**config.mk**
```make
export PLATFORM = sky130hd
export DESIGN_NAME = jk_ff_bank
export DESIGN_NICKNAME = d
export VERILOG_FILES = /design/src/rtl/jk_ff_bank_pkg.sv /design/src/rtl/jk_ff_cell.sv /design/src/rtl/jk_ff_bank.sv
export SDC_FILE = /design/constraint.sdc
export NUM_CORES = 1
export LEC_CHECK = 0
export CELL_PAD_IN_SITES_DETAIL_PLACEMENT = 0
export CELL_PAD_IN_SITES_GLOBAL_PLACEMENT = 1
export CORE_ASPECT_RATIO = 0.7
export CORE_MARGIN = 5
export CORE_UTILIZATION = 25
export CTS_BUF_LIST = sky130_fd_sc_hd__clkbuf_4 sky130_fd_sc_hd__clkbuf_8 sky130_fd_sc_hd__clkbuf_16
export CTS_CLUSTER_DIAMETER = 200
export DETAILED_ROUTE_END_ITERATION = 6
export PLACE_DENSITY_LB_ADDON = 0.08
export SLEW_MARGIN = 20
export SYNTH_ARGS = -nofsm -noshare
export SYNTH_HDL_FRONTEND = slang
export SYNTH_SLANG_ARGS = --single-unit
```
**constraint.sdc**
```tcl
create_clock -name clk -period 1.9 [get_ports clk]
set_clock_uncertainty 0.2 [all_clocks]
set_input_delay 0.38 -clock clk [delete_from_list [all_inputs] [get_ports clk]]
set_output_delay 0.38 -clock clk [all_outputs]
set_load 0.02 [all_outputs]
```
**src/rtl/jk_ff_bank_pkg.sv**
```systemverilog
// Shared definitions for the JK flip-flop bank: operating modes, JK action
// encodings and the single-cell next-state rule.
package jk_ff_bank_pkg;

    typedef enum logic [1:0] {
        MODE_JK    = 2'b00,
        MODE_UP    = 2'b01,
        MODE_DOWN  = 2'b10,
        MODE_SHIFT = 2'b11
    } mode_e;

    // {J,K} pair interpreted as an action on the cell
    typedef enum logic [1:0] {
        JK_HOLD   = 2'b00,
        JK_RESET  = 2'b01,
        JK_SET    = 2'b10,
        JK_TOGGLE = 2'b11
    } jk_act_e;

    function automatic logic jk_next(input logic q, input logic j, input logic k);
        logic nq;
        nq = q;
        case (jk_act_e'({j, k}))
            JK_HOLD:   nq = q;
            JK_RESET:  nq = 1'b0;
            JK_SET:    nq = 1'b1;
            JK_TOGGLE: nq = ~q;
            default:   nq = q;
        endcase
        return nq;
    endfunction

endpackage

```
**src/rtl/jk_ff_cell.sv**
```systemverilog
// One JK flip-flop cell with synchronous reset to a per-cell value,
// parallel load and clock enable (priority rst > ld > ce).
module jk_ff_cell
    import jk_ff_bank_pkg::*;
(
    input  logic clk,
    input  logic rst,
    input  logic rst_val,
    input  logic ce,
    input  logic ld,
    input  logic ld_d,
    input  logic j,
    input  logic k,
    output logic q
);

    always_ff @(posedge clk) begin
        if (rst)
            q <= rst_val;
        else if (ld)
            q <= ld_d;
        else if (ce)
            q <= jk_next(q, j, k);
    end

endmodule

```
**src/rtl/jk_ff_bank.sv**
```systemverilog
// Bank of WIDTH JK cells; the mode decoder turns JK, up/down count and serial
// shift into per-bit J/K vectors and drives a combinational terminal count.
module jk_ff_bank
    import jk_ff_bank_pkg::*;
#(
    parameter int unsigned          WIDTH     = 8,
    parameter logic [WIDTH-1:0]     RESET_VAL = '0
)(
    input  logic             clk,
    input  logic             rst,
    input  logic             en,
    input  logic [1:0]       mode,
    input  logic             load,
    input  logic [WIDTH-1:0] d,
    input  logic [WIDTH-1:0] j,
    input  logic [WIDTH-1:0] k,
    input  logic             ser_in,
    output logic [WIDTH-1:0] q,
    output logic [WIDTH-1:0] q_n,
    output logic             tc
);

    mode_e            mode_s;
    logic [WIDTH-1:0] jv;
    logic [WIDTH-1:0] kv;
    logic [WIDTH-1:0] up_t;
    logic [WIDTH-1:0] dn_t;
    logic [WIDTH-1:0] shin;
    logic             carry;
    logic             borrow;

    assign mode_s = mode_e'(mode);
    assign shin   = {q[WIDTH-2:0], ser_in};

    // Carry/borrow ripple: bit i toggles when every lower bit is 1 (up) or 0 (down)
    always_comb begin
        up_t   = '0;
        dn_t   = '0;
        carry  = 1'b1;
        borrow = 1'b1;
        for (int unsigned i = 0; i < WIDTH; i++) begin
            up_t[i] = carry;
            dn_t[i] = borrow;
            carry   = carry & q[i];
            borrow  = borrow & ~q[i];
        end
    end

    always_comb begin
        jv = '0;
        kv = '0;
        case (mode_s)
            MODE_JK:    begin jv = j;     kv = k;     end
            MODE_UP:    begin jv = up_t;  kv = up_t;  end
            MODE_DOWN:  begin jv = dn_t;  kv = dn_t;  end
            MODE_SHIFT: begin jv = shin;  kv = ~shin; end
            default:    begin jv = '0;    kv = '0;    end
        endcase
    end

    always_comb begin
        tc = 1'b0;
        if (!rst && en && !load) begin
            if (mode_s == MODE_UP && (&q))
                tc = 1'b1;
            else if (mode_s == MODE_DOWN && !(|q))
                tc = 1'b1;
        end
    end

    for (genvar g = 0; g < WIDTH; g++) begin : g_cell
        jk_ff_cell u_cell (
            .clk     (clk),
            .rst     (rst),
            .rst_val (RESET_VAL[g]),
            .ce      (en),
            .ld      (load),
            .ld_d    (d[g]),
            .j       (jv[g]),
            .k       (kv[g]),
            .q       (q[g])
        );
    end

    assign q_n = ~q;

endmodule

```
== Yosys cells after proc, flatten, opt, wreduce, memory -nomap -nowiden ==
Cells that the tools add are included.

* Muxes and demuxes: 29
* Reduce and logical (&&, ||, !) cells: 27
* Bitwise logic cells: 22
* Equal/unequal tests: 35

{| class="wikitable"
|+ Operators with widths
! operator !! count
|-
| $pmux W8 S4 || 2
|-
| $eq A2 B2 Y1 const B || 18
|-
| $pmux W1 S3 || 8
|-
| $mux W1 || 19
|-
| $eq A2 B1 Y1 const B || 9
|-
| $logic_not A2 Y1 || 9
|-
| $ne A2 B2 Y1 const B || 8
|-
| $not A8 Y8 || 2
|-
| $reduce_and A2 Y1 || 8
|-
| $and A1 B1 Y1 || 12
|-
| $not A1 Y1 || 8
|-
| $reduce_and A8 Y1 || 1
|-
| $reduce_or A8 Y1 || 1
|-
| $logic_and A1 B1 Y1 || 4
|-
| $logic_not A1 Y1 || 3
|-
| $reduce_bool A2 Y1 || 1
|}

* Word-level logic and storage cells: 121
* Output and inout bits: 17
* Bits in registers: 8

== Depth between registers and ports, before layout ==
Gate-level depths: netlist (run 1).

* Depth in word-level cells: 12
* Mapped depth: 7
* Mapped depth without buffers: 5

== Modules after synthesis ==
A second synthesis (run 1) with hierarchy kept.

* Cells, all modules: 155
* Area, all modules: 1167.4 um2

{| class="wikitable"
|+ Modules (own cells, without submodules)
! module !! times used !! cells an instance !! area each (um2)
|-
| jk_ff_cell || 8 || 9 || 76.3
|-
| jk_ff_bank || 1 || 83 || 556.8
|}

== Worst setup path before layout (run 1) ==
Ideal clock, no wire load.

* Kind: reg-to-output
* From: register g_cell[3].u_cell.q
* To: output port tc
* Data arrival time: 1.663 ns
* Required time: 1.320 ns
* Cell stages (with the launch flop): 6
* Path slack: -0.343 ns
* Cell sequence: dfxtp_1 -> buf_6 -> nor4_4 -> and3_4 -> a32oi_1 -> nor3_1

* Word-level cells in the longest chain between the ends: 6
* Elaborated cells between the ends (all ways): 8
* Those cells by class: mux: 3; reduce/logical: 5

{| class="wikitable"
|+ Ends and longest elaborated chain
! item !! RTL line !! source
|-
| start: declaration || jk_ff_cell.sv:14 || <nowiki>output logic q</nowiki>
|-
| start signal: assignment || jk_ff_cell.sv:19 || <nowiki>q <= rst_val;</nowiki>
|-
| start signal: assignment || jk_ff_cell.sv:21 || <nowiki>q <= ld_d;</nowiki>
|-
| start signal: assignment || jk_ff_cell.sv:23 || <nowiki>q <= jk_next(q, j, k);</nowiki>
|-
| $reduce_or A8 Y1 || jk_ff_bank.sv:66 || <nowiki>else if (mode_s == MODE_DOWN && !(|q))</nowiki>
|-
| $logic_not A1 Y1 || jk_ff_bank.sv:66 ||
|-
| $logic_and A1 B1 Y1 || jk_ff_bank.sv:66 ||
|-
| $mux W1 || jk_ff_bank.sv:66 ||
|-
| $mux W1 (*) || jk_ff_bank.sv:64 || <nowiki>if (mode_s == MODE_UP && (&q))</nowiki>
|-
| $mux W1 (*) || jk_ff_bank.sv:63 || <nowiki>if (!rst && en && !load) begin</nowiki>
|-
| end: declaration || jk_ff_bank.sv:20 || <nowiki>output logic tc</nowiki>
|}

Every way passes the cells marked *; elsewhere a longest branch is shown, timed or not.

== Final worst setup path (run 1) ==
* From: register g_cell[2].u_cell.q
* To: output port tc

* Word-level cells in the longest chain between the ends: 6
* Elaborated cells between the ends (all ways): 8
* Those cells by class: mux: 3; reduce/logical: 5

{| class="wikitable"
|+ Ends and longest elaborated chain
! item !! RTL line
|-
| start: declaration || jk_ff_cell.sv:14
|-
| start signal: assignment || jk_ff_cell.sv:19
|-
| start signal: assignment || jk_ff_cell.sv:21
|-
| start signal: assignment || jk_ff_cell.sv:23
|-
| $reduce_or A8 Y1 || jk_ff_bank.sv:66
|-
| $logic_not A1 Y1 || jk_ff_bank.sv:66
|-
| $logic_and A1 B1 Y1 || jk_ff_bank.sv:66
|-
| $mux W1 || jk_ff_bank.sv:66
|-
| $mux W1 (*) || jk_ff_bank.sv:64
|-
| $mux W1 (*) || jk_ff_bank.sv:63
|}

Marks and branches as above.

==> flow_results.xml, run 1 <==
<?xml version="1.0" encoding="UTF-8"?>
<metrics>
  <group name="outcome">
    <metric name="outcome" unit="">finished, violations left</metric>
    <metric name="violations" unit="">negative setup slack</metric>
  </group>
  <group name="placement">
    <metric name="dp_hpwl" unit="um">3490</metric>
    <metric name="placed_cell_area" unit="sq um">1790</metric>
    <metric name="place_inst" unit="">273</metric>
    <metric name="number_of_buffers_inserted_by_port_buffering" unit="">47</metric>
    <metric name="gp_congestion" unit="">0.860</metric>
  </group>
  <group name="setup_path">
    <metric name="critical_path_peak_fanout" unit="">4</metric>
    <metric name="timing.rr.end" unit="">g_cell[6].u_cell.q</metric>
    <metric name="critPathMaxStageDelay" unit="ns">0.35</metric>
    <metric name="critPathLaunchType" unit="">flip-flop</metric>
    <metric name="crit_path_cell_trace" unit="">nor4_4 -&gt; and3_4 -&gt; a32oi_1 -&gt; nor3_2 -&gt; buf_4</metric>
    <metric name="critical_path.slowest_cell" unit="">dfxtp_4</metric>
    <metric name="rr_startpoint" unit="">g_cell[2].u_cell.q</metric>
    <metric name="critPathRequiredTime" unit="ns">1.32</metric>
    <metric name="cp-end-kind" unit="">primary output</metric>
    <metric name="arrival" unit="ns">1.49</metric>
    <metric name="r2r_setup_slk" unit="ns">0.01</metric>
    <metric name="cp_endpoint" unit="">tc</metric>
    <metric name="timing.reg2reg.worst_path_depth" unit="">6</metric>
    <metric name="startpoint" unit="">g_cell[2].u_cell.q</metric>
    <metric name="setup.worst_path.class" unit="">flip-flop to primary output</metric>
  </group>
  <group name="final_layout">
    <metric name="post_route_cells_drive_above_1_share" unit="%">30.2</metric>
    <metric name="largest_register" unit="">g_cell.u_cell.q</metric>
    <metric name="area_occupied_by_multi_input_gates" unit="sq um">796</metric>
    <metric name="fill_cells" unit="">426</metric>
    <metric name="final-seq-area" unit="sq um">169</metric>
    <metric name="largest_register_ffs" unit="">8</metric>
    <metric name="fin_nets" unit="">258</metric>
    <metric name="largestRegisters" unit="">g_cell.u_cell.q: 8 flops</metric>
    <metric name="antennaDiodeCount" unit="">0</metric>
    <metric name="syn2layout_area_growth" unit="%">80.2</metric>
    <metric name="final_cells" unit="">277</metric>
    <metric name="final_area" unit="sq um">1910</metric>
  </group>
  <group name="min_path">
    <metric name="timing.hold.worst.class" unit="">flip-flop to flip-flop</metric>
    <metric name="hold_path_depth" unit="">2</metric>
  </group>
  <group name="grt">
    <metric name="overflow" unit="">0</metric>
    <metric name="grt_first_pass_wirelength" unit="um">7290</metric>
    <metric name="grt_start_max_net_pins" unit="">28</metric>
    <metric name="track_usage" unit="%">16.3</metric>
    <metric name="vias_in_the_first_global_route" unit="">1414</metric>
    <metric name="grt_antenna_before_repair" unit="">0</metric>
  </group>
  <group name="timing">
    <metric name="setup-violations-final" unit="">1</metric>
    <metric name="rsz0062_at_grt" unit="">true</metric>
    <metric name="timing.final.ws_setup" unit="ns">-0.173</metric>
    <metric name="finalCritPeriodShare" unit="%">109</metric>
    <metric name="worst-slew-pin-transition" unit="ns">0.400</metric>
    <metric name="layout_min_cycle_time" unit="ns">2.07</metric>
    <metric name="fmax" unit="MHz">482</metric>
    <metric name="finalHoldWorstSlack" unit="ns">0.460</metric>
    <metric name="report.final.slew_viol_count" unit="">0</metric>
    <metric name="totalNegativeSetupSlack" unit="ns">-0.173</metric>
    <metric name="slew_headroom" unit="%">73.3</metric>
    <metric name="finalHoldViolations" unit="">0</metric>
  </group>
  <group name="clock_tree">
    <metric name="number_of_levels_the_h_tree_was_split_into" unit="">1</metric>
    <metric name="cts.clk_slew.worst_paths" unit="ns">0.04</metric>
    <metric name="ctsHoldBuffers" unit="">0</metric>
    <metric name="worstSkewPairLatency" unit="ns">0.23</metric>
    <metric name="cts_tree" unit="">done</metric>
    <metric name="cts.sinks" unit="">8</metric>
    <metric name="cts_root_buffer" unit="">clkbuf_8</metric>
    <metric name="clock_tree.buffer_depth" unit="">2</metric>
    <metric name="tritoncts.num_buffers" unit="">3</metric>
  </group>
  <group name="power">
    <metric name="vdd_ir_drop_max" unit="mV">0.217</metric>
    <metric name="power.leakage" unit="nW">0.788</metric>
    <metric name="power" unit="uW">862</metric>
    <metric name="cellPowerDensity" unit="nW/um^2">451</metric>
  </group>
  <group name="yosys">
    <metric name="synthesis.area" unit="sq um">1060</metric>
    <metric name="ys_types" unit="">47</metric>
    <metric name="synth.most_common_cell" unit="">inv_1</metric>
    <metric name="avgSynthCellArea" unit="sq um">6.93</metric>
    <metric name="synthTopCellsByArea" unit="">dfxtp_1 (15%), buf_4 (6.4%), nor2b_1 (5.3%), a21oi_1 (4.7%), inv_1 (4.6%)</metric>
    <metric name="synthesized_netlist_cell_count" unit="">153</metric>
    <metric name="synth-edff-count" unit="">0</metric>
    <metric name="synthTopCellsByCount" unit="">inv_1 (13), nor2_1 (11), a21oi_1 (10)</metric>
    <metric name="synth_nets" unit="">184</metric>
    <metric name="asyncSetResetFlopFracSynth" unit="%">0</metric>
    <metric name="synthDominantAreaCellType" unit="">dfxtp_1</metric>
    <metric name="yosys_warnings" unit="">0</metric>
    <metric name="postSynth.topFlopCell" unit="">dfxtp_1</metric>
    <metric name="seq_cells_post_synth" unit="">8</metric>
    <metric name="fraction_of_synthesized_cell_area_taken_by_the_top_area_cell_type" unit="%">15.1</metric>
    <metric name="synth_sequential_area_ratio" unit="%">15.1</metric>
  </group>
  <group name="route">
    <metric name="routed_via_density" unit="">5.24</metric>
    <metric name="via_count" unit="">1451</metric>
    <metric name="postRouteWirelength" unit="um">4470</metric>
    <metric name="drt-initial-drc-count" unit="">68</metric>
    <metric name="ant_nets" unit="">0</metric>
    <metric name="wl_per_cell" unit="um">16.1</metric>
    <metric name="drt_pre_antenna_iters" unit="">4</metric>
    <metric name="drc_errors" unit="">0</metric>
  </group>
  <group name="floorplanning">
    <metric name="floorplan.initialDensity" unit="%">26.4</metric>
    <metric name="floorplan.io_pins" unit="">48</metric>
    <metric name="die-area" unit="sq um">5670</metric>
    <metric name="die_h" unit="um">64.5</metric>
    <metric name="die_width" unit="um">87.9</metric>
    <metric name="rows" unit="">19</metric>
    <metric name="core-area" unit="sq um">4020</metric>
  </group>
  <group name="flow_run">
    <metric name="max_cap_viol_count" unit="">0</metric>
  </group>
</metrics>
==> cells in the final DEF (no fill, tap or decap), drive strengths merged, types with 6 or more instances in the layout <==
master	count
nor2	11
o21ai	6
a21oi	10
inv	13
nor3	9
dlygate4sd2	17
nor2b	9
dfxtp	8
clkdlybuf4s50	28
nand2	6
buf	45
==> power by group <==
group          switching (mW)  internal, mW
clock network          0.0716         0.138
registers              0.0172         0.183
logic                   0.217         0.236
==> critical path: cells and delay by family (launching register included) <==
family	cells	cell delay (ns)
AOI/OAI and AO/OA	1	0.12
and+or+nand+nor	3	0.61
buffers and inverters	1	0.16
DFF	1	0.35
==> cell type report <==
| cell class | instances | area share, % |
|---|---|---|
| clock buffers | 3 | 2.16 |
| inverters | 14 | 2.75 |
| multi-input cells | 109 | 41.6 |
| flip-flops and latches | 8 | 8.84 |
| well taps | 52 | 3.40 |
| repair buffers | 91 | 41.2 |
==> stage by stage <==
step | util, % | setup WS, ns
4_1_cts | 46.1 | -0.182
6_report | 47.6 | -0.173
3_3_place_gp | 44.6 | -0.673
5_1_grt | 47.6 | -0.263
3_5_place_dp | 44.6 | -0.694
2_1_floorplan | - | -0.0980
==> kinds of logic after synthesis <==
kind of cell,after synthesis,share of synthesized area (%)
AOI/OAI and AO/OA,52,36.8
buffers and inverters,36,17.3
DFF,8,15.1
muxes,1,0.943
and+or+nand+nor,56,29.8
==> timing repair <==
action,CTS,global route
hold endpoints to repair,0,0
resized for setup,39,14
gates cloned,0,0
setup buffers,0,2
pin swaps,3,3
endpoints found under the setup margin,24,7
==> layer usage <==
metal | track usage, % | routed length [um] | share of wire (%) | vias up
li1 | - | - | - | 710
met1 | 25.8 | 2330 | 52 | 682
met2 | 21.1 | 1730 | 39 | 54
met3 | 4.30 | 368 | 8.2 | 5
met4 | 4.02 | 44 | 0.98 | 0
met5 | 0 | 0 | 0 | -
==> worst min path at each step <==
stage	from	to
5_1_grt	g_cell[7].u_cell.q	g_cell[7].u_cell.q
4_1_cts	g_cell[7].u_cell.q	g_cell[7].u_cell.q
6_report	g_cell[7].u_cell.q	g_cell[7].u_cell.q
2_1_floorplan	d[2]	g_cell[2].u_cell.q
3_5_place_dp	g_cell[7].u_cell.q	g_cell[7].u_cell.q
3_3_place_gp	g_cell[7].u_cell.q	g_cell[7].u_cell.q
Note: power is estimated with default switching activity, not from simulation.
==> inputs of run 2 (changes only) <==
Settings changed: ABC_AREA set to 1, CORE_UTILIZATION 25 to 23, PLACE_DENSITY set to 0.72, PLACE_DENSITY_LB_ADDON 0.08 to not set.
==> run 2 against run 1 <==
  * Critical path type unchanged
  * Sequential power rose by 4%
  * Non-clock buffer count is 6 higher
  * Largest power group unchanged
  * Combinational power is 7.5% higher
  * Highest routed layer unchanged
  * Total power increased by 7.1%
  * The flow still finishes with violations (negative setup slack)
  * Critical path depth increased by 3
==> flow_results.xml, run 2 <==
<?xml version="1.0" encoding="UTF-8"?>
<metrics>
  <group name="power">
    <metric name="cellInternalPower" unit="uW">570</metric>
    <metric name="power.leakage" unit="nW">0.931</metric>
    <metric name="switching_share" unit="%">38.3</metric>
    <metric name="cellPowerDensity" unit="nW/um^2">484</metric>
    <metric name="power_frac_clock" unit="%">24.8</metric>
    <metric name="power.switching" unit="uW">353</metric>
    <metric name="power" unit="uW">924</metric>
    <metric name="vdd_ir_drop_max" unit="mV">0.320</metric>
    <metric name="p_comb_share" unit="%">52.7</metric>
    <metric name="power.sequential.fraction" unit="%">22.5</metric>
  </group>
  <group name="yosys">
    <metric name="avgSynthCellArea" unit="sq um">5.60</metric>
    <metric name="asyncSetResetFlopFracSynth" unit="%">0</metric>
    <metric name="fraction_of_synthesized_cell_area_taken_by_the_top_area_cell_type" unit="%">18.0</metric>
    <metric name="synthesis.area" unit="sq um">1000</metric>
    <metric name="postSynth.topFlopCell" unit="">dfxtp_1</metric>
    <metric name="synthTopCellsByArea" unit="">nand2_1 (18%), dfxtp_1 (16%), nor2_1 (7.5%), o21ai_0 (7.5%), inv_1 (6.4%)</metric>
    <metric name="ys_types" unit="">28</metric>
    <metric name="seq_cells_post_synth" unit="">8</metric>
    <metric name="synth_nets" unit="">210</metric>
    <metric name="synth.most_common_cell" unit="">nand2_1</metric>
    <metric name="yosys_warnings" unit="">0</metric>
    <metric name="synthesized_netlist_cell_count" unit="">179</metric>
    <metric name="synthDominantAreaCellType" unit="">nand2_1</metric>
    <metric name="synth_sequential_area_ratio" unit="%">16.0</metric>
    <metric name="synth-edff-count" unit="">0</metric>
    <metric name="synthTopCellsByCount" unit="">nand2_1 (48), nor2_1 (20), inv_1 (17), o21ai_0 (15)</metric>
  </group>
  <group name="setup_path">
    <metric name="cp-end-kind" unit="">primary output</metric>
    <metric name="cp_endpoint" unit="">tc</metric>
    <metric name="setup.worst_path.class" unit="">flip-flop to primary output</metric>
    <metric name="critPathLaunchType" unit="">flip-flop</metric>
    <metric name="path_buf_inv" unit="">1</metric>
    <metric name="rr_startpoint" unit="">g_cell[0].u_cell.q</metric>
    <metric name="critPathMaxStageDelay" unit="ns">0.36</metric>
    <metric name="path_length_in_cells_of_the_critical_path" unit="">8</metric>
    <metric name="critical_path_peak_fanout" unit="">4</metric>
    <metric name="timing.reg2reg.worst_path_depth" unit="">10</metric>
    <metric name="startpoint" unit="">g_cell[0].u_cell.q</metric>
    <metric name="worst_path_most_repeated_cell" unit="">nor2_4</metric>
    <metric name="timing.rr.end" unit="">g_cell[3].u_cell.q</metric>
    <metric name="critPathRequiredTime" unit="ns">1.32</metric>
    <metric name="arrival" unit="ns">1.40</metric>
    <metric name="critical_path.slowest_cell" unit="">dfxtp_4</metric>
    <metric name="crit_path_cell_trace" unit="">nor2_4 -&gt; nand2_2 -&gt; nor2_4 -&gt; nand3_2 -&gt; nand2_1 -&gt; nand4_1 -&gt; a21oi_2 -&gt; buf_4</metric>
    <metric name="dominant_delay_contributor_by_cell_family_on_the_critical_path" unit="">simple AND/OR/NAND/NOR gates</metric>
    <metric name="r2r_setup_slk" unit="ns">0.05</metric>
  </group>
  <group name="timing">
    <metric name="worst-slew-pin-transition" unit="ns">0.364</metric>
    <metric name="layout_min_cycle_time" unit="ns">1.98</metric>
    <metric name="timing.final.ws_setup" unit="ns">-0.0791</metric>
    <metric name="finalHoldViolations" unit="">0</metric>
    <metric name="setup-violations-final" unit="">1</metric>
    <metric name="finalCritPeriodShare" unit="%">104</metric>
    <metric name="report.final.slew_viol_count" unit="">0</metric>
    <metric name="rsz0062_at_grt" unit="">true</metric>
    <metric name="fmax" unit="MHz">505</metric>
    <metric name="slew_headroom" unit="%">75.4</metric>
  </group>
  <group name="final_layout">
    <metric name="layout.core_utilization" unit="%">44.6</metric>
    <metric name="leading_cell_type_in_the_layout_fill_and_taps_excluded" unit="">buf_4</metric>
    <metric name="syn2layout_area_growth" unit="%">90.5</metric>
    <metric name="post_route_cells_drive_above_1_share" unit="%">29.4</metric>
    <metric name="leading_cell_types_in_the_layout_fill_and_taps_excluded" unit="">buf_4 (51), nand2_1 (45), clkdlybuf4s50_1 (29)</metric>
    <metric name="largest_register" unit="">g_cell.u_cell.q</metric>
    <metric name="fin_nets" unit="">298</metric>
    <metric name="antennaDiodeCount" unit="">0</metric>
    <metric name="largestRegisters" unit="">g_cell.u_cell.q: 8 flops</metric>
    <metric name="largest_register_ffs" unit="">8</metric>
  </group>
  <group name="min_path">
    <metric name="hold_path_depth" unit="">5</metric>
    <metric name="timing.hold.worst.class" unit="">flip-flop to flip-flop</metric>
  </group>
  <group name="grt">
    <metric name="grt_start_max_net_pins" unit="">18</metric>
    <metric name="overflow" unit="">0</metric>
    <metric name="grt_antenna_before_repair" unit="">0</metric>
    <metric name="track_usage" unit="%">14.3</metric>
    <metric name="vias_in_the_first_global_route" unit="">1369</metric>
    <metric name="grt_first_pass_wirelength" unit="um">6470</metric>
  </group>
  <group name="clock_tree">
    <metric name="cts_root_buffer" unit="">clkbuf_8</metric>
    <metric name="tritoncts.num_buffers" unit="">3</metric>
    <metric name="cts.sinks" unit="">8</metric>
    <metric name="clock_tree.buffer_depth" unit="">2</metric>
    <metric name="ctsHoldBuffers" unit="">0</metric>
    <metric name="number_of_levels_the_h_tree_was_split_into" unit="">1</metric>
    <metric name="cts_tree" unit="">done</metric>
    <metric name="worstSkewPairLatency" unit="ns">0.24</metric>
    <metric name="cts.clk_slew.worst_paths" unit="ns">0.05</metric>
  </group>
  <group name="floorplanning">
    <metric name="die-area" unit="sq um">5800</metric>
    <metric name="core-area" unit="sq um">4280</metric>
    <metric name="die_width" unit="um">88.9</metric>
    <metric name="die_h" unit="um">65.2</metric>
    <metric name="floorplan.io_pins" unit="">48</metric>
    <metric name="rows" unit="">20</metric>
    <metric name="floorplan.initialDensity" unit="%">23.4</metric>
  </group>
  <group name="placement">
    <metric name="number_of_buffers_inserted_by_port_buffering" unit="">47</metric>
    <metric name="gp_congestion" unit="">0.829</metric>
    <metric name="dp_hpwl" unit="um">3280</metric>
  </group>
  <group name="route">
    <metric name="ant_nets" unit="">0</metric>
    <metric name="routed_via_density" unit="">4.48</metric>
    <metric name="wl_per_cell" unit="um">12.9</metric>
    <metric name="postRouteWirelength" unit="um">4120</metric>
    <metric name="drc_errors" unit="">0</metric>
    <metric name="drt_pre_antenna_iters" unit="">4</metric>
    <metric name="drt-initial-drc-count" unit="">57</metric>
    <metric name="via_count" unit="">1433</metric>
  </group>
  <group name="outcome">
    <metric name="violations" unit="">negative setup slack</metric>
    <metric name="outcome" unit="">finished, violations left</metric>
  </group>
  <group name="flow_run">
    <metric name="max_cap_viol_count" unit="">0</metric>
  </group>
</metrics>
## run 2: cell types whose count changed in the layout (fill, tap and decap cells not counted), moves of 6 or more
cell	change
o21ai_0	+10
nor2_1	+8
nand2_1	+39
buf_4	+8
nor2_4	+6
nor2b_1	-7
## run 2: cell type report
type	instances	area [sq um]
fillers	467	2370
clock buffers	3	41.3
repair buffers	97	827
multi-input cells	139	732
inverters	18	70.1
flip-flops and latches	8	170
well taps	55	68.8
## run 2: routing by layer
layer / vias up / part of all wire [%] / wire (um) / global-route usage [%]
li1: 767 / - / - / -
met1: 628 / 55 / 2250 / 22.7
met2: 33 / 40 / 1630 / 19.3
met3: 5 / 5.3 / 217 / 3.51
met4: 0 / 0.51 / 21 / 2.26
met5: - / 0 / 0 / 0
## run 2: worst min-delay path by stage
| stage | startpoint | endpoint | slack, ns |
|---|---|---|---|
| floorplan | rst | g_cell[0].u_cell.q | 0.26 |
| global placement | g_cell[7].u_cell.q | g_cell[7].u_cell.q | 0.45 |
| detailed placement | g_cell[7].u_cell.q | g_cell[7].u_cell.q | 0.46 |
| CTS | g_cell[7].u_cell.q | g_cell[7].u_cell.q | 0.47 |
| global route | g_cell[7].u_cell.q | g_cell[7].u_cell.q | 0.52 |
| finish | g_cell[7].u_cell.q | g_cell[7].u_cell.q | 0.47 |
## run 2: power groups by stage
stage | clock [mW] | sequential (mW) | combinational (mW)
2_1_floorplan | 0 | 0.205 | 0.240
3_5_place_dp | 0 | 0.207 | 0.483
3_3_place_gp | 0 | 0.207 | 0.483
4_1_cts | 0.232 | 0.205 | 0.473
5_1_grt | 0.239 | 0.210 | 0.532
6_report | 0.229 | 0.208 | 0.487
## run 2: per-stage QoR
stage                     setup WS [ns]  setup TNS (ns)  instance area [sq um]  instances  hold WS [ns]
after floorplan                  0.0782               0                   1010        179         0.259
after global placement           -0.881           -3.82                   1780        311         0.454
after detailed placement         -0.889           -3.94                   1780        311         0.462
after CTS                        -0.126          -0.126                   1840        315         0.468
after global routing             -0.174          -0.174                   1910        320         0.519
final                           -0.0791         -0.0791                   1910        320         0.467
## run 2: worst register-to-register path: stages (launching register included)
cell	delay [ns]
dfxtp_4	0.36
nor2_4	0.12
buf_4	0.11
buf_4	0.09
nand2_1	0.04
o21ai_0	0.31
o22ai_1	0.15
o21ai_0	0.17
nand2_1	0.08
nor2_1	0.09
nor2_1	0.04
## run 2: logic make-up after synthesis
family | count (synthesis) | synth area share (%)
DFF | 8 | 16.0
AOI/OAI and AO/OA | 44 | 25.2
buffers and inverters | 32 | 16.7
and+or+nand+nor | 95 | 42.1
## run 2: timing repair
action                                  4_1_cts  5_1_grt
pin swaps                                     3        6
endpoints found under the setup margin       23        9
resized for setup                            31       14
setup buffers                                 1        5
==> inputs of run 3 (changes only) <==
Settings changed: TNS_END_PERCENT set to 20.
==> run 3 against run 2 <==
  * The run still ends with negative setup slack left
  * Total power down 0.41%
  * Setup slack worse by 0.0030 ns
  * Critical path depth unchanged
  * Fmax down 0.15%
  * Die area unchanged
  * Cell area down 0.26%
  * Critical path type unchanged
  * Critical endpoint unchanged
  * Largest cell class unchanged
==> flow_results.xml, run 3 (synthesis gave the netlist of run 2 again) <==
<?xml version="1.0" encoding="UTF-8"?>
<metrics>
  <group name="grt">
    <metric name="track_usage" unit="%">14.2</metric>
    <metric name="overflow" unit="">0</metric>
    <metric name="grt_antenna_before_repair" unit="">0</metric>
    <metric name="vias_in_the_first_global_route" unit="">1368</metric>
    <metric name="grt_first_pass_wirelength" unit="um">6440</metric>
    <metric name="grt_start_max_net_pins" unit="">18</metric>
  </group>
  <group name="timing">
    <metric name="rsz0062_at_grt" unit="">true</metric>
    <metric name="layout_min_cycle_time" unit="ns">1.98</metric>
    <metric name="worst-slew-pin-transition" unit="ns">0.371</metric>
    <metric name="finalHoldViolations" unit="">0</metric>
    <metric name="fmax" unit="MHz">505</metric>
    <metric name="setup-violations-final" unit="">1</metric>
    <metric name="report.final.slew_viol_count" unit="">0</metric>
    <metric name="slew_headroom" unit="%">75.0</metric>
    <metric name="finalCritPeriodShare" unit="%">104</metric>
    <metric name="timing.final.ws_setup" unit="ns">-0.0821</metric>
  </group>
  <group name="setup_path">
    <metric name="r2r_setup_slk" unit="ns">0.05</metric>
    <metric name="arrival" unit="ns">1.40</metric>
    <metric name="critical_path_peak_fanout" unit="">4</metric>
    <metric name="cp_endpoint" unit="">tc</metric>
    <metric name="rr_startpoint" unit="">g_cell[0].u_cell.q</metric>
    <metric name="critPathLaunchType" unit="">flip-flop</metric>
    <metric name="critPathRequiredTime" unit="ns">1.32</metric>
    <metric name="startpoint" unit="">g_cell[0].u_cell.q</metric>
    <metric name="timing.rr.end" unit="">g_cell[3].u_cell.q</metric>
    <metric name="setup.worst_path.class" unit="">flip-flop to primary output</metric>
    <metric name="cp-end-kind" unit="">primary output</metric>
    <metric name="timing.reg2reg.worst_path_depth" unit="">10</metric>
  </group>
  <group name="route">
    <metric name="postRouteWirelength" unit="um">4120</metric>
    <metric name="routed_via_density" unit="">4.52</metric>
    <metric name="wl_per_cell" unit="um">12.9</metric>
    <metric name="drt_pre_antenna_iters" unit="">4</metric>
    <metric name="drt-initial-drc-count" unit="">63</metric>
    <metric name="via_count" unit="">1446</metric>
    <metric name="drc_errors" unit="">0</metric>
    <metric name="ant_nets" unit="">0</metric>
  </group>
  <group name="clock_tree">
    <metric name="cts.clk_slew.worst_paths" unit="ns">0.05</metric>
    <metric name="ctsHoldBuffers" unit="">0</metric>
    <metric name="cts_tree" unit="">done</metric>
    <metric name="worstSkewPairLatency" unit="ns">0.24</metric>
    <metric name="number_of_levels_the_h_tree_was_split_into" unit="">1</metric>
    <metric name="cts.sinks" unit="">8</metric>
    <metric name="cts_root_buffer" unit="">clkbuf_8</metric>
    <metric name="tritoncts.num_buffers" unit="">3</metric>
    <metric name="clock_tree.buffer_depth" unit="">2</metric>
  </group>
  <group name="final_layout">
    <metric name="final_cells" unit="">320</metric>
    <metric name="antennaDiodeCount" unit="">0</metric>
    <metric name="largest_register_ffs" unit="">8</metric>
    <metric name="fin_nets" unit="">298</metric>
    <metric name="syn2layout_area_growth" unit="%">90.0</metric>
    <metric name="largest_register" unit="">g_cell.u_cell.q</metric>
    <metric name="fill_cells" unit="">468</metric>
    <metric name="final-seq-area" unit="sq um">170</metric>
    <metric name="leading_cell_types_in_the_layout_fill_and_taps_excluded" unit="">buf_4 (52), nand2_1 (45), clkdlybuf4s50_1 (29)</metric>
    <metric name="largestRegisters" unit="">g_cell.u_cell.q: 8 flops</metric>
    <metric name="leading_cell_type_in_the_layout_fill_and_taps_excluded" unit="">buf_4</metric>
    <metric name="area_occupied_by_multi_input_gates" unit="sq um">732</metric>
    <metric name="post_route_cells_drive_above_1_share" unit="%">29.8</metric>
  </group>
  <group name="placement">
    <metric name="place_inst" unit="">311</metric>
    <metric name="dpl_worst_slack" unit="ns">-0.889</metric>
    <metric name="dp_hpwl" unit="um">3280</metric>
    <metric name="number_of_buffers_inserted_by_port_buffering" unit="">47</metric>
    <metric name="gp_congestion" unit="">0.829</metric>
  </group>
  <group name="min_path">
    <metric name="timing.hold.worst.class" unit="">flip-flop to flip-flop</metric>
  </group>
  <group name="power">
    <metric name="cellPowerDensity" unit="nW/um^2">483</metric>
    <metric name="power.leakage" unit="nW">0.918</metric>
    <metric name="vdd_ir_drop_max" unit="mV">0.319</metric>
    <metric name="power" unit="uW">920</metric>
  </group>
  <group name="floorplanning">
    <metric name="die_width" unit="um">88.9</metric>
    <metric name="die_h" unit="um">65.2</metric>
    <metric name="die-area" unit="sq um">5800</metric>
    <metric name="floorplan.initialDensity" unit="%">23.4</metric>
    <metric name="core-area" unit="sq um">4280</metric>
    <metric name="rows" unit="">20</metric>
    <metric name="floorplan.io_pins" unit="">48</metric>
  </group>
  <group name="flow_run">
    <metric name="max_cap_viol_count" unit="">0</metric>
  </group>
  <group name="outcome">
    <metric name="outcome" unit="">finished, violations left</metric>
    <metric name="violations" unit="">negative setup slack</metric>
  </group>
</metrics>
[run 3: how the worst min path moves through the flow]
stage	start	end	cells past startpoint
finish	g_cell[7].u_cell.q	g_cell[7].u_cell.q	5
floorplan	rst	g_cell[0].u_cell.q	1
detailed placement	g_cell[7].u_cell.q	g_cell[7].u_cell.q	5
CTS	g_cell[7].u_cell.q	g_cell[7].u_cell.q	5
global placement	g_cell[7].u_cell.q	g_cell[7].u_cell.q	5
global route	g_cell[7].u_cell.q	g_cell[7].u_cell.q	5
[run 3: routing by layer]
metal | part of all wire (%) | wire [um] | up-vias | track usage (%)
met2 | 39 | 1620 | 40 | 19.1
li1 | - | - | 767 | -
met5 | 0 | 0 | - | 0
met3 | 6.0 | 249 | 5 | 3.51
met4 | 0.51 | 21 | 0 | 2.26
met1 | 54 | 2230 | 634 | 22.6
[run 3: layout make-up]
type	instances	area share [%]
Tap cell	55	3.61
Clock buffer	3	2.17
Multi-Input combinational cell	139	38.4
Timing Repair Buffer	97	43.2
Inverter	18	3.68
Sequential cell	8	8.94
[run 3: what timing repair did]
| action | in CTS | in global routing |
|---|---|---|
| endpoints found under the hold margin | 0 | 0 |
| setup buffers | 1 | 5 |
| endpoints found under the setup margin | 23 | 9 |
| pin swaps | 3 | 6 |
| gates resized for setup | 28 | 17 |
[run 3: through the flow]
step | area [sq um] | setup TNS (ns) | hold WS, ns | utilization (%)
after global routing | 1900 | -0.174 | 0.519 | 44.5
after detailed placement | 1780 | -3.94 | 0.462 | 41.5
after global placement | 1780 | -3.82 | 0.454 | 41.5
final | 1900 | -0.0821 | 0.467 | 44.5
after floorplan | 1010 | 0 | 0.259 | -
after CTS | 1830 | -0.147 | 0.468 | 42.8
[run 3: report_power, final]
part / switching [mW] / internal [mW]
logic: 0.242 / 0.244
clock network: 0.0870 / 0.139
registers: 0.0209 / 0.187
total: 0.350 / 0.570
[run 3: worst max-delay path, stage by stage (launching register included)]
cell	delay, ns
dfxtp_4	0.36
nor2_4	0.12
nand2_2	0.07
nor2_4	0.11
nand3_2	0.08
nand2_1	0.07
nand4_1	0.08
a21oi_2	0.12
buf_4	0.15
==> RTL edit 1: new RTL, settings of run 3 <==
Add an input register stage for `j`, without a reset; this delays it by one clock. The other inputs are not delayed to match.
--- a/src/rtl/jk_ff_bank.sv
+++ b/src/rtl/jk_ff_bank.sv
@@ -21,2 +21,8 @@
 );
+
+    logic [WIDTH-1:0] j_q;
+
+    always_ff @(posedge clk) begin
+        j_q <= j;
+    end
 
@@ -52,3 +58,3 @@
         case (mode_s)
-            MODE_JK:    begin jv = j;     kv = k;     end
+            MODE_JK:    begin jv = j_q;     kv = k;     end
             MODE_UP:    begin jv = up_t;  kv = up_t;  end
Check against the original RTL: not equivalent (a bounded check fails within 4 cycles, from zero or initial values and one cycle with rst high).
==> RTL edit 1 against run 3 <==
The run still ends with setup timing left. Combinational power decreased by 4%. Setup slack got worse by 0.067 ns. Synthesized cell count is 1.7% higher. Global-route usage is 0.90 points lower. Wire length about the same. Total power grew 26%. Area after synthesis up 13%. First-iteration DRC count is 16% lower. Cell count grew 3.1%. Sequential cell count rose by 8. Hold slack got worse by 0.11 ns. Clock power grew 40%. Cell area grew 5.6%. Register-to-register slack better by 0.04 ns. Critical path type is now in -> out. Largest cell class unchanged.
==> RTL edit 1: results (changes against run 3) <==
[drt]
number_of_drc_markers_in_iteration_0=53  ; -16%
detail_route.wirelength_um=4120  ; about the same
via_count=1440  ; -0.41%

[critical_path]
regToRegStartpoint=g_cell[1].u_cell.q$_SDFFE_PP0P_
critical-path-max-stage-delay_ns=0.25  ; -0.11 ns
crit_path_top_delay_cell=sky130_fd_sc_hd__dlygate4sd2_1
critical-path-top-delay-family=simple AND/OR/NAND/NOR gates
crit_type=in -> out
ff2ff_setup_slack_ns=0.09  ; +0.04 ns
cp_data_arrival_time_ns=1.47  ; +0.07 ns
rr_endpoint=g_cell[3].u_cell.q$_SDFFE_PP0P_
worstPathMaxFanout=3  ; -1
cp-startpoint=mode[0]

[sta]
worst_slew_pin_slew_ns=0.405  ; +0.0349 ns
setup_viol=1  ; unchanged
holdWs_ns=0.355  ; -0.112 ns
postLayoutSetupSlackWorst_ns=-0.149  ; -0.0666 ns
fin_setup_tns_ns=-0.149  ; -0.0666 ns

[synthesis]
yosys.cell_types.count=26  ; -7.1%
synth.net_count=213  ; +1.4%
ys.warnings.count=0  ; unchanged
yosys-top-cells-count=48 x sky130_fd_sc_hd__nand2_1, 21 x sky130_fd_sc_hd__nor2_1, 17 x sky130_fd_sc_hd__o21ai_0
ys_seq_area_share_pct=28.3  ; +12 points

[pwr]
leakage_power_nw=0.954  ; +4.0%
peakVddDrop_mv=0.221  ; -31%

[place]
place.port_buffers=47  ; unchanged
place_congestion=0.847  ; +2.2%
dp.final_hpwl_um=3240  ; -1.2%

[grt]
grt_first_pass_wirelength_um=6670  ; +3.7%
grt_util_all_layers_pct=13.3  ; -0.90 points

[hold_path]
min_from=j_q[0]$_DFF_P_
worstHoldPathCells=2  ; -3
hold_end=g_cell[0].u_cell.q$_SDFFE_PP0P_

[finish]
layout_top_registers=g_cell.u_cell.q x8, j_q x8
layout.filler_cells=536  ; +15%
design.final.nets=293  ; -1.7%
drive_gt1_share_pct=27.2  ; -2.6 points

[run_status]
run_status=complete, but fails checks
failed_checks=setup timing

[clocking]
cts-root-buf=sky130_fd_sc_hd__clkbuf_8
clk_latency_ns=0.26  ; +0.02 ns

-- RTL edit 1: area by class of cell --
cell class              instances  area (um2)  share of cell area (%)
clock buffers                   4        55.1                    2.74
inverters                      18        70.1                    3.48
multi-input cells             135         718                    35.7
flip-flops and latches         16         325                    16.2
well taps                      69        86.3                    4.29
repair buffers                 88         756                    37.6
-- RTL edit 1: layer usage --
| metal | global-route usage (%) | share of wire, % | wire (um) | vias to the layer above |
|---|---|---|---|---|
| met5 | 0 | 0 | 0 | - |
| met4 | 3.42 | 0.97 | 40 | 0 |
| met3 | 4.23 | 7.7 | 319 | 6 |
| met2 | 20.7 | 42 | 1730 | 57 |
| met1 | 18.0 | 49 | 2030 | 623 |
| li1 | - | - | - | 754 |
-- RTL edit 1: repair_timing --
item | 4_1_cts | 5_1_grt
pin swaps | 5 | 3
setup buffers | 0 | 1
endpoints found under the setup margin | 23 | 7
endpoints found under the hold margin | 0 | 0
gates resized for setup | 33 | 14
-- RTL edit 1: logic make-up after synthesis --
logic type / count (synthesis) / synth area share, %
AND/OR/NAND/NOR: 95 / 37.3
AO/OA/AOI/OAI: 40 / 20.2
buffers and inverters: 31 / 14.2
flip-flops: 16 / 28.3
-- RTL edit 1: per-stage QoR --
| stage | cells | instance area, um2 | worst slack [ns] |
|---|---|---|---|
| 2_1_floorplan | 182 | 1130 | 0.00210 |
| 3_3_place_gp | 325 | 1900 | -0.830 |
| 3_5_place_dp | 325 | 1900 | -0.846 |
| 4_1_cts | 329 | 1960 | -0.159 |
| 5_1_grt | 330 | 2010 | -0.245 |
| 6_report | 330 | 2010 | -0.149 |
-- RTL edit 1: power breakdown --
group	internal (mW)	total [mW]	switching, mW	leakage, nW
logic	0.226	0.467	0.240	0.791
registers	0.362	0.381	0.0189	0.135
clock network	0.184	0.316	0.132	0.0288
==> RTL edit 2: new RTL, flow settings as in run 3 <==
Made on the original files. Change the parameter `WIDTH` from 8 to 6.
--- a/src/rtl/jk_ff_bank.sv
+++ b/src/rtl/jk_ff_bank.sv
@@ -5,3 +5,3 @@
 #(
-    parameter int unsigned          WIDTH     = 8,
+    parameter int unsigned          WIDTH     = 6,
     parameter logic [WIDTH-1:0]     RESET_VAL = '0
Interface: changed (5 resized); port bits go from 48 to 38. No check against the original RTL was run, so the function may have changed too.
==> RTL edit 2 against run 3 <==
The run still ends with setup timing left. Setup slack better by 0.060 ns. Combinational power is 23% lower. Synthesized cell count is 18% lower. Non-clock buffer count is 33 lower. Die area is 15% lower. Cell area is 25% lower. Total power is 21% lower. First-iteration DRC count is 40% lower. Wire length is 25% lower. Core utilization is 3.3 points lower. Sequential share of layout area is 0.58 points lower. Area after synthesis is 17% lower. Clock power is 11% lower. Sequential cell count is 2 lower. Critical path type is now in -> out. Largest power group unchanged.
==> RTL edit 2: results (changes against run 3) <==
[synthesis]
post_synth_main_area_contributors=sky130_fd_sc_hd__nand2_1 20%, sky130_fd_sc_hd__dfxtp_1 15%, sky130_fd_sc_hd__nor2_1 10%
ys_seq_area_share_pct=14.5  ; -1.5 points
synth.net_count=171  ; -19%
syn-instance-count=146  ; -18%
synth.area.mux_share_pct=0  ; unchanged
yosys-top-cells-count=44 x sky130_fd_sc_hd__nand2_1, 23 x sky130_fd_sc_hd__nor2_1, 14 x sky130_fd_sc_hd__nand3_1
synth-compound-area-share_pct=13.8  ; -11 points

[run_status]
failed_checks=setup timing
run_status=complete, but fails checks

[drt]
number_of_drc_markers_in_iteration_0=38  ; -40%
routed_len_inst_um=12.2  ; -5.3%
post_drt_via_cell_ratio=4.44  ; -1.7%
wl_met3_um=223  ; -10%
detail_route.first_pass.iterations=5  ; +1
wl_met1_um=1490  ; -33%
wl_met2_um=1390  ; -15%

[hold_path]
hold_end=g_cell[5].u_cell.q$_SDFFE_PP0P_
min_from=g_cell[5].u_cell.q$_SDFFE_PP0P_

[sta]
setup_viol=1  ; unchanged
timing.slew.headroom_pct=78.2  ; +3.2 points
postLayoutSetupSlackWorst_ns=-0.0222  ; +0.0600 ns
holdWs_ns=0.511  ; +0.0442 ns
fin_setup_tns_ns=-0.0222  ; +0.0600 ns

[grt]
grt.met2_usage_pct=23.2  ; +4.1 points
vias_in_the_first_global_route=1078  ; -21%
global_route_track_usage_on_met1_pct=17.6  ; -5.0 points
grt_first_pass_wirelength_um=5070  ; -21%
largest_net_degree_at_the_start_of_global_routing=13  ; -5
grt_util_all_layers_pct=13.8  ; -0.45 points
global_route.usage.met3_pct=4.52  ; +1.0 points

[place]
dp.cells=252  ; -19%
detailedPlace.worstSlack_ns=-0.822  ; +0.0676 ns
place_congestion=0.868  ; +4.6%
place.port_buffers=37  ; -21%
dp.final_hpwl_um=2570  ; -22%
placedInstanceArea_um2=1400  ; -21%

[critical_path]
worstPathMaxFanout=2  ; -2
regToRegStartpoint=g_cell[0].u_cell.q$_SDFFE_PP0P_
reg2reg_depth=10  ; unchanged
ff2ff_setup_slack_ns=0.22  ; +0.17 ns
cp_data_arrival_time_ns=1.34  ; -0.06 ns
rr_endpoint=g_cell[5].u_cell.q$_SDFFE_PP0P_
cp-startpoint=rst

[finish]
antenna-diode-count=0  ; unchanged
layout_top_registers=g_cell.u_cell.q x6
layout.filler_cells=384  ; -18%
filler_free_cell_count_of_the_finished_design=255  ; -20%
drive_gt1_share_pct=25.9  ; -4.0 points
design.final.nets=232  ; -22%

[pwr]
seq_cell_power_uw=148  ; -29%
leakage_power_nw=0.706  ; -23%
power_density_nw_per_um2=502  ; +4.0%
clkPwrFrac_pct=27.8  ; +3.2 points
cellInternalPower_uw=456  ; -20%
peakVddDrop_mv=0.218  ; -32%

[clocking]
cts-htree-levels=1  ; unchanged

-- RTL edit 2: repair_timing --
item                                   4_1_cts  5_1_grt
pin swaps                                    2        0
buffers inserted                             0        0
endpoints found under the hold margin        0        0
setup endpoints to repair                   15        6
resized for setup                           21        4
-- RTL edit 2: critical path: stages --
cell and delay [ns]:
sky130_fd_sc_hd__clkdlybuf4s50_1 0.39, sky130_fd_sc_hd__inv_1 0.08, sky130_fd_sc_hd__nand3_1 0.10, sky130_fd_sc_hd__a211oi_2 0.22, sky130_fd_sc_hd__buf_4 0.17
-- RTL edit 2: kinds of logic (layout without fill, tap and decap cells) --
kind of cell           after synthesis  in the layout
flip-flops                           6              6
AND/OR/NAND/NOR                    100            100
AO/OA/AOI/OAI                       19             19
buffers and inverters               21             80
-- RTL edit 2: final cells by class --
class	instances	area [um2]	area share (%)
Sequential cell	6	120	8.36
Inverter	13	48.8	3.39
Clock buffer	3	41.3	2.87
Timing Repair Buffer	64	562	39.1
Tap cell	50	62.6	4.35
Multi-Input combinational cell	119	603	41.9
